===== src/rtl/cell_loader_pkg.sv =====
// ImageProcessingPkg: shared types for the image-processing datapath.
//   CELL_DIMENSION  - pixels per matrix row/column
//   pixel_t         - 24-bit RGB pixel (R [23:16], G [15:8], B [7:0])
//   pixelMatrix_t   - CELL_DIMENSION x CELL_DIMENSION pixels, indexed [row][col]
//   opcodes_t       - operation applied by the ImageProcessor
//   instruction_t   - two operand cells plus an opcode
//   loader_state_t  - cell_loader FSM states
package ImageProcessingPkg;

    localparam int CELL_DIMENSION = 4;

    typedef logic [23:0] pixel_t;

    typedef pixel_t [CELL_DIMENSION-1:0][CELL_DIMENSION-1:0] pixelMatrix_t;

    typedef enum logic [2:0] {
        NOP = 3'd0,
        ADD = 3'd1,
        SUB = 3'd2,
        MUL = 3'd3,
        AVG = 3'd4,
        MAX = 3'd5,
        MIN = 3'd6,
        INV = 3'd7
    } opcodes_t;

    typedef struct packed {
        pixelMatrix_t cellA;
        pixelMatrix_t cellB;
        opcodes_t     opcode;
    } instruction_t;

    typedef enum logic [1:0] {
        IDLE   = 2'd0,
        LOAD_A = 2'd1,
        LOAD_B = 2'd2,
        ISSUE  = 2'd3
    } loader_state_t;

endpackage


===== src/rtl/cell_loader.sv =====
// cell_loader: assembles an instruction from a pixel stream. The first
// CELL_DIM*CELL_DIM accepted pixels fill cellA in row-major order, the next
// CELL_DIM*CELL_DIM fill cellB, and the opcode is sampled with the very first
// pixel. The finished instruction is then held valid until consumed.
//   clk          - system clock, rising edge
//   reset        - asynchronous, active-high
//   pixel_in     - RGB pixel
//   pixel_valid  - pixel_in holds a valid pixel
//   pixel_ready  - loader accepts pixel_in this cycle
//   opcode_in    - operation for the instruction being assembled
//   IW           - assembled instruction (cellA, cellB, opcode)
//   iw_valid     - IW is complete and stable
//   iw_ready     - downstream consumes IW this cycle
//   busy         - loader is not idle
module cell_loader
    import ImageProcessingPkg::*;
#(
    parameter int CELL_DIM = 4
) (
    input  logic         clk,
    input  logic         reset,
    input  logic [23:0]  pixel_in,
    input  logic         pixel_valid,
    output logic         pixel_ready,
    input  opcodes_t     opcode_in,
    output instruction_t IW,
    output logic         iw_valid,
    input  logic         iw_ready,
    output logic         busy
);

    // The matrix types are sized by the package constant, so the parameter
    // must agree with it.
    if (CELL_DIM != CELL_DIMENSION) begin : g_dim_check
        $error("cell_loader: CELL_DIM must equal ImageProcessingPkg::CELL_DIMENSION");
    end

    localparam int CW = (CELL_DIM > 1) ? $clog2(CELL_DIM) : 1;
    localparam logic [CW-1:0] LAST_IDX = CW'(CELL_DIM - 1);

    loader_state_t state_reg;
    loader_state_t state_next;
    logic [CW-1:0] row_reg;
    logic [CW-1:0] col_reg;
    instruction_t  iw_reg;
    logic          pixel_xfer;
    logic          iw_xfer;
    logic          cell_last;

    always_comb begin
        state_next  = state_reg;
        pixel_ready = (state_reg != ISSUE);
        iw_valid    = (state_reg == ISSUE);
        busy        = (state_reg != IDLE);
        pixel_xfer  = pixel_valid && pixel_ready;
        iw_xfer     = iw_valid && iw_ready;
        cell_last   = (row_reg == LAST_IDX) && (col_reg == LAST_IDX);

        case (state_reg)
            IDLE: begin
                // A 1x1 cell would be complete after its first pixel.
                if (pixel_xfer) begin
                    state_next = cell_last ? LOAD_B : LOAD_A;
                end
            end
            LOAD_A: begin
                if (pixel_xfer && cell_last) begin
                    state_next = LOAD_B;
                end
            end
            LOAD_B: begin
                if (pixel_xfer && cell_last) begin
                    state_next = ISSUE;
                end
            end
            ISSUE: begin
                if (iw_xfer) begin
                    state_next = IDLE;
                end
            end
            default: state_next = IDLE;
        endcase
    end

    // Counters always point at the element the next accepted pixel writes,
    // so the first pixel in IDLE lands at [0][0] without a special case.
    always_ff @(posedge clk or posedge reset) begin
        if (reset) begin
            state_reg <= IDLE;
            row_reg   <= '0;
            col_reg   <= '0;
            iw_reg    <= '0;
        end else begin
            state_reg <= state_next;
            if (pixel_xfer) begin
                if (state_reg == IDLE) begin
                    iw_reg.opcode <= opcode_in;
                end
                if (state_reg == LOAD_B) begin
                    iw_reg.cellB[row_reg][col_reg] <= pixel_in;
                end else begin
                    iw_reg.cellA[row_reg][col_reg] <= pixel_in;
                end
                if (cell_last) begin
                    row_reg <= '0;
                    col_reg <= '0;
                end else if (col_reg == LAST_IDX) begin
                    col_reg <= '0;
                    row_reg <= row_reg + CW'(1);
                end else begin
                    col_reg <= col_reg + CW'(1);
                end
            end
        end
    end

    assign IW = iw_reg;

endmodule


===== config.mk =====
export PLATFORM = sky130hd
export DESIGN_NAME = cell_loader
export DESIGN_NICKNAME = d
export VERILOG_FILES = /design/src/rtl/cell_loader_pkg.sv /design/src/rtl/cell_loader.sv
export SDC_FILE = /design/constraint.sdc
export NUM_CORES = 1
export LEC_CHECK = 0
export BUFFER_PORTS_ARGS = -buffer_cell sky130_fd_sc_hd__buf_2
export CAP_MARGIN = 25
export CORE_AREA = 3 3 314 316
export CTS_CLUSTER_SIZE = 40
export DETAILED_ROUTE_END_ITERATION = 12
export DIE_AREA = 0 0 317 319
export PLACE_DENSITY_LB_ADDON = 0.2
export SLEW_MARGIN = 20
export SYNTH_ARGS = -nofsm -noshare
export SYNTH_HDL_FRONTEND = slang
export SYNTH_SLANG_ARGS = --single-unit

===== constraint.sdc =====
create_clock -name clk -period 32.3 [get_ports clk]
set_input_delay 4.845 -clock clk [delete_from_list [all_inputs] [get_ports clk]]
set_output_delay 4.845 -clock clk [all_outputs]
set_load 0.01 [all_outputs]

==> results.json <==
{
  "status": "complete, no violations",
  "synth.avg_cell_area_um2": 16.8,
  "grt.total_usage_pct": 19.7,
  "synth.cell_area_mm2": 0.0298,
  "placed_cells": 3720,
  "cp_cell_sequence": "buf_2 -> inv_8 -> buf_12 -> buf_4 -> buf_4",
  "post-route-util_pct": 39.0,
  "cts_tree": "built",
  "cpMostUsedCell": "buf_4",
  "yosysMostFrequentCell": "dfrtp_1",
  "synth_edf_count": 0,
  "crit_buf_inv": 5,
  "die-width_um": 317,
  "gp_congestion": 0.777,
  "final_antenna_net_count": 0,
  "arrival_ns": 8.13,
  "cts_setup_buffers": 0,
  "synth.area.top_cells": "dfrtp_1 65%, mux2_2 29%, buf_6 1.8%",
  "worst_pin_slew_ns": 1.03,
  "vdd_drop_max_uv": 57.1,
  "async_reset_ff_share_pct": 100,
  "drive_gt1_share_pct": 68.3,
  "cap_violations": 0,
  "synth.top_cell.area_share_pct": 65.2,
  "combPwrFrac_pct": 32.1,
  "port_buffers": 804,
  "hold_buffers": 0,
  "required_ns": 32.97,
  "crit_path_max_incr_delay_ns": 0.77,
  "clockPowerShare_pct": 27.3,
  "antenna_found_initial": 7,
  "yosysTopAreaCell": "dfrtp_1",
  "synth_cells": 1779,
  "cp_max_fo": 174,
  "vias_per_cell": 4.68,
  "fin_crit_sh_pct": 23.1,
  "slew_headroom_pct": 31.0,
  "critPathCaptureType": "asynchronous set/reset pin",
  "largest_reg_flops": 771,
  "p_per_area_mw_per_mm2": 102,
  "met3WireLength_mm": 7.91,
  "p_leak_uw": 0.0202,
  "drt_first_pass_iters": 4,
  "wl_per_cell_um": 26.2,
  "m1WireLength_mm": 39.5,
  "hold_viol": 0,
  "postSynthRegisterBits": 777,
  "wirelength_mm": 102,
  "cts_made_buffers": 89,
  "initial_utilization_pct": 31.0,
  "clkSinkCount": 777,
  "setup_ws_ns": 24.84,
  "hold_slack_ns": 0.496,
  "grt_max_degree": 175,
  "fmax_ghz": 0.134,
  "tns_ns": 0,
  "rsz0062_at_grt": "false",
  "crit_family": "buffers and inverters",
  "drtIter0Drc": 772,
  "htree_levels": 3,
  "insertion_delay_ns": 0.65,
  "grt_pass1_vias": 19300,
  "grt_pass1_wl_mm": 143,
  "swShare_pct": 32.6,
  "dr_total_vias": 18200,
  "synth_nets": 1822,
  "die-area_mm2": 0.101,
  "max-clock-path-buffers": 3,
  "dp_hpwl_mm": 68.8,
  "synth_ff_type": "dfrtp_1",
  "p_int_uw": 2590,
  "ys_seq_area_share_pct": 65.2,
  "switchingPower_uw": 1250,
  "crit_path_top_delay_cell": "buf_4",
  "pre_cts_ws_ns": 23.77,
  "critical_path_class": "input port to asynchronous set/reset pin",
  "highest_layer": "met4",
  "skew_ns": 0.0219,
  "globalRouteOverflowTotal": 0,
  "slew_viol_final": 0,
  "ys_warn_count": 0,
  "design.core.area_mm2": 0.0963,
  "fp-row-count": 114,
  "ys_types": 22,
  "hold_path.class": "register to register",
  "stdcell_count": 3888,
  "nets": 2578,
  "wl_met2_mm": 50.1,
  "cts_root_buffer": "clkbuf_16",
  "area_growth_pct": 26.0,
  "cts_resized": 0,
  "finalSetupViolCount": 0,
  "cp-start-kind": "input port",
  "io_pins": 805,
  "synth_common_cells": "777 x dfrtp_1, 774 x mux2_2, 52 x clkbuf_1",
  "drc": 0,
  "fin_crit_ns": 7.46,
  "p_seq_share_pct": 40.6,
  "path_clk_slew_ns": 0.05,
  "chipHeight_um": 319
}
[stage by stage]
stage	instance area [µm²]	power, µW
finish	37600	3840
global route	37600	4040
CTS	37600	3900
detailed placement	34500	2830
global placement	34400	2800
floorplan	29800	2200
[kinds of logic (layout without fill, tap and decap cells)]
| kind of cell | after synthesis | after routing | share of synthesized area, % |
|---|---|---|---|
| other cells | 0 | 5 | 0 |
| mux | 775 | 775 | 29.2 |
| simple gates | 51 | 51 | 1.17 |
| buf+inv | 159 | 987 | 3.81 |
| fa+ha+maj | 12 | 12 | 0.503 |
| flops | 777 | 777 | 65.2 |
| compound gates | 5 | 5 | 0.105 |
[cell type report]
cell class,count,area (µm²)
timing repair buffer,814,4130
multi-input combinational,843,9260
clock inverter,32,354
antenna,5,12.5
sequential,777,19400
tap,1276,1600
fill,9170,58700
clock buffer,131,2750
inverter,10,45.0
[final timing paths]
path | startpoint | to | slack [ns] | cells after the start
max in group clk | state_reg[1] | pixel_ready | 25.56 | 3
setup reg to reg | state_reg[1] | IW[571] | 29.65 | 5
hold reg to reg | IW[679] | IW[679] | 0.50 | 1
min in group asynchronous | reset | IW[425] | 4.40 | 2
hold / removal | IW[679] | IW[679] | 0.50 | 1
setup / recovery | reset | IW[198] | 24.84 | 5
[placed cells by master (no fill, tap or decap), drive strengths merged]
cell type and instances:
clkbuf 131, and4b 5, bufinv 7, buf 814, nor2b 1, nand3 1
and4bb 3, nor4bb 1, clkinv 20, mux2i 1, nand2b 1, ha 12
nand2 36, diode 5, o21ai 4, o221a 1, mux2 774, inv 12
nor2 3, clkinvlp 3, dfrtp 777
[power groups by stage]
stage | clock network (µW) | logic, µW | registers [µW]
after CTS | 1080 | 1260 | 1560
after detailed placement | 0 | 1260 | 1570
final | 1050 | 1230 | 1560
after floorplan | 0 | 460 | 1740
after global routing | 1120 | 1320 | 1600
after global placement | 0 | 1250 | 1550
[layer usage]
layer	track usage, %	up-vias
met3	6.02	196
met1	23.0	9594
met2	33.6	654
li1	-	7735
met5	0	-
met4	8.29	0
(Power assumes the default switching activity.)
